`config.mk`:
```
export PLATFORM = sky130hd
export DESIGN_NAME = viterbi_tbu
export DESIGN_NICKNAME = d
export VERILOG_FILES = /design/src/rtl/viterbi_tbu.sv
export SDC_FILE = /design/constraint.sdc
export NUM_CORES = 1
export LEC_CHECK = 0
export CAP_MARGIN = 5
export CORE_ASPECT_RATIO = 0.7
export CORE_MARGIN = 4
export CORE_UTILIZATION = 55
export CTS_CLUSTER_DIAMETER = 30
export DETAILED_ROUTE_END_ITERATION = 12
export PLACE_DENSITY_LB_ADDON = 0.15
export SYNTH_ARGS = -nofsm -noshare
export SYNTH_HDL_FRONTEND = slang
export SYNTH_SLANG_ARGS = --single-unit
export TNS_END_PERCENT = 30
```
`constraint.sdc`:
```
create_clock -name clk_i -period 2 [get_ports clk_i]
set_input_delay 0.4 -clock clk_i [delete_from_list [all_inputs] [get_ports clk_i]]
set_output_delay 0.4 -clock clk_i [all_outputs]
set_load 0.03 [all_outputs]
```
`src/rtl/viterbi_tbu.sv`:
```
// Traceback unit for a K=3, 4-state Viterbi decoder.
// Keeps the last TB_DEPTH survivor decision vectors in a circular buffer and
// runs one sequential traceback per accepted symbol once the window is full.
// Optional flush/drain support: define VITERBI_TBU_FLUSH_EN.
module viterbi_tbu #(
  parameter int unsigned TB_DEPTH = 16
) (
  input  logic       clk_i,
  input  logic       rst_i,
  input  logic       valid_i,
  output logic       ready_o,
  input  logic [3:0] dec_bits_i,
  input  logic [1:0] best_state_i,
  output logic       bit_o,
  output logic       bit_valid_o,
  output logic       busy_o
`ifdef VITERBI_TBU_FLUSH_EN
  ,
  input  logic       flush_i,
  output logic       flush_done_o
`endif
);

  localparam int unsigned AW = (TB_DEPTH > 1) ? $clog2(TB_DEPTH) : 1;
  localparam int unsigned CW = $clog2(TB_DEPTH) + 1;
  localparam logic [AW-1:0] PTR_MAX    = AW'(TB_DEPTH - 1);
  localparam logic [CW-1:0] DEPTH_C    = CW'(TB_DEPTH);
  localparam logic [CW-1:0] STEPS_INIT = CW'(TB_DEPTH - 1);

  typedef enum logic [1:0] {IDLE, TRACE, OUT} state_t;

  state_t        state_q, state_d;
  logic [3:0]    tb_mem [TB_DEPTH];
  logic [AW-1:0] wr_q, wr_d, rd_q, rd_d;
  logic [CW-1:0] fill_q, fill_d, fill_inc, steps_q, steps_d;
  logic [1:0]    tst_q, tst_d;
  logic [3:0]    dec_rd;
  logic          wr_en;
  logic          bit_q, bit_valid_q, busy_q;
`ifdef VITERBI_TBU_FLUSH_EN
  logic [AW-1:0] newest_q, newest_d;
  logic [1:0]    best_q, best_d;
  logic          flushing_q, flushing_d;
  logic [CW-1:0] rem_q, rem_d, pend;
  logic          done_q, done_d;
`endif

  assign ready_o     = (state_q == IDLE);
  assign bit_o       = bit_q;
  assign bit_valid_o = bit_valid_q;
  assign busy_o      = busy_q;
  assign dec_rd      = tb_mem[rd_q];
  assign fill_inc    = (fill_q == DEPTH_C) ? fill_q : fill_q + CW'(1);
`ifdef VITERBI_TBU_FLUSH_EN
  assign flush_done_o = done_q;
  // Bits still owed on a flush: the window minus the one already emitted.
  assign pend = (fill_q == DEPTH_C) ? STEPS_INIT : fill_q;
`endif

  // Survivor buffer write port; contents are not reset.
  always_ff @(posedge clk_i) begin
    if (wr_en) tb_mem[wr_q] <= dec_bits_i;
  end

  // Next-state and datapath control.
  always_comb begin
    state_d = state_q;
    wr_d    = wr_q;
    rd_d    = rd_q;
    fill_d  = fill_q;
    steps_d = steps_q;
    tst_d   = tst_q;
    wr_en   = 1'b0;
`ifdef VITERBI_TBU_FLUSH_EN
    newest_d   = newest_q;
    best_d     = best_q;
    flushing_d = flushing_q;
    rem_d      = rem_q;
    done_d     = 1'b0;
`endif
    case (state_q)
      IDLE: begin
`ifdef VITERBI_TBU_FLUSH_EN
        if (flush_i) begin
          if (pend == '0) begin
            done_d = 1'b1;
            fill_d = '0;
            wr_d   = '0;
          end else begin
            flushing_d = 1'b1;
            rem_d      = pend;
            tst_d      = best_q;
            rd_d       = newest_q;
            steps_d    = pend - CW'(1);
            state_d    = (pend == CW'(1)) ? OUT : TRACE;
          end
        end else
`endif
        if (valid_i && !rst_i) begin
          wr_en  = 1'b1;
          wr_d   = (wr_q == PTR_MAX) ? '0 : wr_q + AW'(1);
          tst_d  = best_state_i;
          fill_d = fill_inc;
`ifdef VITERBI_TBU_FLUSH_EN
          newest_d = wr_q;
          best_d   = best_state_i;
`endif
          if (fill_inc == DEPTH_C) begin
            state_d = TRACE;
            rd_d    = wr_q;
            steps_d = STEPS_INIT;
          end
        end
      end
      TRACE: begin
        tst_d   = {tst_q[0], dec_rd[tst_q]};
        rd_d    = (rd_q == '0) ? PTR_MAX : rd_q - AW'(1);
        steps_d = steps_q - CW'(1);
        if (steps_q == CW'(1)) state_d = OUT;
      end
      OUT: begin
        state_d = IDLE;
`ifdef VITERBI_TBU_FLUSH_EN
        if (flushing_q) begin
          rem_d = rem_q - CW'(1);
          if (rem_q == CW'(1)) begin
            flushing_d = 1'b0;
            done_d     = 1'b1;
            fill_d     = '0;
            wr_d       = '0;
          end else begin
            tst_d   = best_q;
            rd_d    = newest_q;
            steps_d = rem_q - CW'(2);
            state_d = (rem_q == CW'(2)) ? OUT : TRACE;
          end
        end
`endif
      end
      default: state_d = IDLE;
    endcase
  end

  // State register and registered outputs.
  always_ff @(posedge clk_i) begin
    if (rst_i) begin
      state_q     <= IDLE;
      wr_q        <= '0;
      rd_q        <= '0;
      fill_q      <= '0;
      steps_q     <= '0;
      tst_q       <= '0;
      bit_q       <= 1'b0;
      bit_valid_q <= 1'b0;
      busy_q      <= 1'b0;
`ifdef VITERBI_TBU_FLUSH_EN
      newest_q   <= '0;
      best_q     <= '0;
      flushing_q <= 1'b0;
      rem_q      <= '0;
      done_q     <= 1'b0;
`endif
    end else begin
      state_q     <= state_d;
      wr_q        <= wr_d;
      rd_q        <= rd_d;
      fill_q      <= fill_d;
      steps_q     <= steps_d;
      tst_q       <= tst_d;
      bit_valid_q <= (state_d == OUT);
      busy_q      <= (state_d != IDLE);
      if (state_d == OUT) bit_q <= tst_d[1];
`ifdef VITERBI_TBU_FLUSH_EN
      newest_q   <= newest_d;
      best_q     <= best_d;
      flushing_q <= flushing_d;
      rem_q      <= rem_d;
      done_q     <= done_d;
`endif
    end
  end

endmodule

```
# [Yosys cells after proc, flatten, opt, wreduce, memory -nomap -nowiden]
# Memories as Yosys holds them, arrays and structs flattened. A register that Yosys moved wholly into a read port is not among the register bits.
# Index checks and enable logic that the tools add are counted.
[totals] inputBits=9 output_inout_bits=4 mem_bits_rw=64 regBits=25 elab_cells=56 n_memories=1
[mem_list] memory="tb_mem" depth=16 word_bits=4 read_ports=1 rd_clocked_by_memory_dff=1 wr=1 line="33" rtl="logic [3:0] tb_mem [TB_DEPTH];"
[classes] eq_ne=8 add_sub_neg=4 magnitude_cmp=1 n_reduce_logical=9 n_mux=23
[ops] operator="2-to-1 mux 4 bit" count=6
[ops] operator="2-to-1 mux 5 bit" count=3
[ops] operator="== test 5 bit (second input constant)" count=2
[ops] operator="case mux 5 bit (2 select lines)" count=1
[ops] operator="2-to-1 mux 2 bit" count=4
[ops] operator="case mux 2 bit (2 select lines)" count=2
[ops] operator="case mux 4 bit (2 select lines)" count=1
[ops] operator="adder 5 x 1 -> 5 bit (second input constant)" count=1
[ops] operator="== test 5 x 1 -> 1 bit (second input constant)" count=1
[ops] operator="2-to-1 mux 1 bit" count=5
[ops] operator="subtractor 5 x 1 -> 5 bit (second input constant)" count=1
[ops] operator="adder 4 x 1 -> 4 bit (second input constant)" count=1
[ops] operator="== test 4 bit (second input constant)" count=1
[ops] operator="zero test 4 bit" count=1
[ops] operator="inequality test 2 x 1 -> 1 bit (second input constant)" count=2
[ops] operator="AND reduction 2 bit" count=2
[ops] operator="nonzero test 2 bit" count=2
[ops] operator="subtractor 4 x 1 -> 4 bit (second input constant)" count=1
[ops] operator="less-than comparator 2 x 3 -> 1 bit (second input constant)" count=1
[ops] operator="AND reduction 3 bit" count=1
[ops] operator="binary-select mux 1 bit (select 2 bit)" count=1
[ops] operator="== test 2 x 1 -> 1 bit (second input constant)" count=1
[ops] operator="== test 2 bit (second input constant)" count=1
[ops] operator="zero test 2 bit" count=1
[ops] operator="2 further kinds" count=2

# [Depth between registers and ports, before layout]
[depth] depth_word=8 ltp_mapped=8 mapped_depth_nobuf=8

# [Worst setup path before layout]
# OpenSTA, ideal clock, no wires.
[synth_timing] path_kind="input to register" from="input port rst_i" to="memory tb_mem[3][0] (enable)" path_buffers=1 setup_slack_ns=0.104 setup_time_ns=0.361 stages=6 arrival_ns=1.534 t_required_ns=1.639 cell_sequence="clkbuf_1 > inv_1 > nand2_1 > nor3_2 > nand2_1 > nor3_1"
[synth_between] elab_chain_cells=6
[synth_lines] item="start, declared" line="9" rtl="input logic rst_i,"
[synth_lines] item="zero test 1 bit" line="99" rtl="if (valid_i && !rst_i) begin"
[synth_lines] item="logical AND 1 bit" line="99"
[synth_lines] item="2-to-1 mux 1 bit" line="99"
[synth_lines] item="2-to-1 mux 1 bit" line="81" rtl="case (state_q)"
[synth_lines] item="2-to-1 mux 1 bit" line="62" rtl="if (wr_en) tb_mem[wr_q] <= dec_bits_i;"
[synth_lines] item="2-to-1 mux 1 bit (not written as such)" line="62"
[synth_lines] item="end, declared" line="33"
# No other way between the ends.

==> results.ini <==
[placed_design]
place_hpwl_mm = 5.74
dpl_cell_area_um2 = 4410
pre_cts_ws_ns = -0.136
place.gp.congestion = 0.847
place_inst = 418
port-buffer-count = 12

[final_layout]
drive_above_1_share_pct = 22.3
fin_cells = 439
nets = 360
multi_input_area_um2 = 1380
register_area_um2 = 2510
design_area_um2 = 4680
diodes = 0
synthToLayoutAreaGrowth_pct = 17.1
n_fill_cell = 523

[yosys]
yosysMostFrequentCell = edfxtp_1
syn_avg_cell_area_um2 = 13.6
synthArstFlopShare_pct = 0
synth_cell_types = 41
yosysTopAreaCellShare_pct = 48.1
synth_seq_cells = 93
synth_area_um2 = 4000
syn_nets = 314
syn_inst = 295
synth-edff-count = 64
netlist_top_cells_count = edfxtp_1, nor2_1, dfxtp_1
synthTopCellsByArea = edfxtp_1, dfxtp_1, mux4_1
synth_ff_type = edfxtp_1
yosys_warnings = 0
synth_top_area_cell = edfxtp_1
ys_seq_area_share_pct = 62.6

[clock_network]
root_buffer = clkbuf_8
cts_buffer_depth = 2
cts_made_buffers = 9
cts_tree = done
clk_latency_ns = 0.36
htree_levels = 3
cts.sinks = 93
clk_pin_slew_ns = 0.09

[routing]
drtIter0Drc = 250
vias = 2512
wl_per_cell_um = 19.3
viasPerCell = 5.72
wl_mm = 8.48
drtAntennaViolNets = 0
firstDrtPassIters = 5
drc = 0

[critical_path]
critPathMaxStageDelay_ns = 0.53
worstSetupPathType = flip-flop to flip-flop
endpoint_kind = flip-flop
start_kind = flip-flop
cp_slowest_cell = mux4_1
cp_max_fo = 7
arrival_ns = 2.21
cp.required_ns = 2.25
cp_cell_sequence = clkbuf_16 -> buf_4 -> mux4_1 -> mux4_2 -> nor2_1 -> o22ai_1
crit_buf_inv = 2
cp_top_family = multiplexers

[timing]
setup_slack_ns = 0.0342
rsz0062_at_grt = yes
fin_crit_ns = 1.97
setup_viol = 0
tightestPinTransition_ns = 0.590
max_slew_margin_pct = 60.6
finClkSkew_ns = 0.00945
finalMaxSlewViolations = 0
period_share_pct = 98.3
hold_viol = 0
fmax_mhz = 509

[pwr]
power.leakage_nw = 1.61
power.density_nw_per_um2 = 753
peakVddDrop_uv = 484

[die]
coreArea_um2 = 6910
die_y_um = 79.3
rows = 25
start_util_pct = 57.8
chipWidth_um = 110
ios = 13
fp.dieArea_um2 = 8720

[run_status]
status = complete, no violations

[global_routing]
grt_pass1_wl_mm = 13.2
antenna_found_initial = 0
gr-total-overflow = 0
grtUsageTotal_pct = 21.1
grt_max_degree = 26
first_global_vias = 2455

[hold_path]
hold_path_class = flip-flop to flip-flop

[flow_run]
drv_cap = 0

-- registers in the layout, indices dropped and copies added (netlist names), named ones only --
register     count
bit_valid_o      1
tst_q            2
state_q          2
tb_mem          64
wr_q             4
fill_q           5
rd_q             4
bit_o            1
busy_o           1
steps_q          5
-- worst register-to-register path: stages (launching register included) --
cell	delay (ns)
dfxtp_4	0.39
clkbuf_16	0.16
buf_4	0.11
mux4_1	0.53
mux4_2	0.47
nor2_1	0.11
o22ai_1	0.09
-- where the power goes --
part           internal (mW)  leakage [nW]  switching, mW
combinational          0.111         0.712          0.136
clock                  0.557        0.0861          0.615
sequential              2.08         0.812         0.0266
total                   2.75          1.61          0.778
-- through the flow --
| step | hold WS (ns) | power, mW | TNS [ns] | util (%) |
|---|---|---|---|---|
| floorplan | 0.459 | 2.28 | 0 | - |
| global placement | 0.460 | 2.37 | -3.73 | 63.9 |
| detailed placement | 0.467 | 2.38 | -5.64 | 63.9 |
| CTS | 0.479 | 3.53 | -0.0123 | 66.4 |
| global route | 0.512 | 3.68 | -0.00498 | 67.7 |
| finish | 0.479 | 3.53 | 0 | 67.7 |
-- metal layers --
layer  global-route usage, %  vias up  part of all wire (%)  routed length [um]
li1                        -     1190                     -                   -
met1                    32.4     1253                    50                4210
met2                    28.9       60                    44                3690
met3                    5.77        9                   5.5                 466
met4                    7.10        0                   1.3                 110
met5                       0        -                     0                   0
-- repair_timing --
action,in CTS,in global routing
endpoints found under the setup margin,4,11
buffers inserted,0,5
gates cloned,0,1
hold buffers,0,0
pin swaps,0,5
gates resized for setup,5,18
-- final timing paths --
path	start	end	slack, ns	cells past startpoint
hold reg to reg	bit_o	bit_o	0.48	2
hold / removal	bit_o	bit_o	0.48	2
setup / recovery	flip-flop	tst_q[0]	0.03	6
setup reg to reg	flip-flop	tst_q[0]	0.03	6
-- cell type report --
class	instances	share of cell area, %
clock buffers	9	2.65
well taps	94	2.51
clock inverters	6	1.18
inverters	15	1.20
repair buffers	49	9.38
flip-flops and latches	93	53.5
multi-input cells	173	29.5
-- cells in the final DEF, fill, tap and decap left out, types with 4 or more instances in the layout --
| cell | count |
|---|---|
| a21oi_1 | 15 |
| nand3_1 | 4 |
| ha_1 | 9 |
| xor2_1 | 4 |
| a31oi_1 | 4 |
| dfxtp_1 | 28 |
| o21ai_0 | 7 |
| clkbuf_8 | 9 |
| edfxtp_1 | 64 |
| clkdlybuf4s50_1 | 11 |
| inv_1 | 15 |
| nor3_1 | 10 |
| nand2_1 | 21 |
| mux4_1 | 4 |
| buf_4 | 34 |
| mux4_2 | 14 |
| nor2_1 | 36 |
-- kinds of logic after synthesis --
logic type,synth area share (%)
buffers and inverters,3.38
adder cells (fa/ha/maj),3.13
AND/OR/NAND/NOR,10.4
AO/OA/AOI/OAI,7.17
XOR/XNOR,1.31
flip-flops,62.6
multiplexers,12.0
Power figures use the tool's default switching activity.
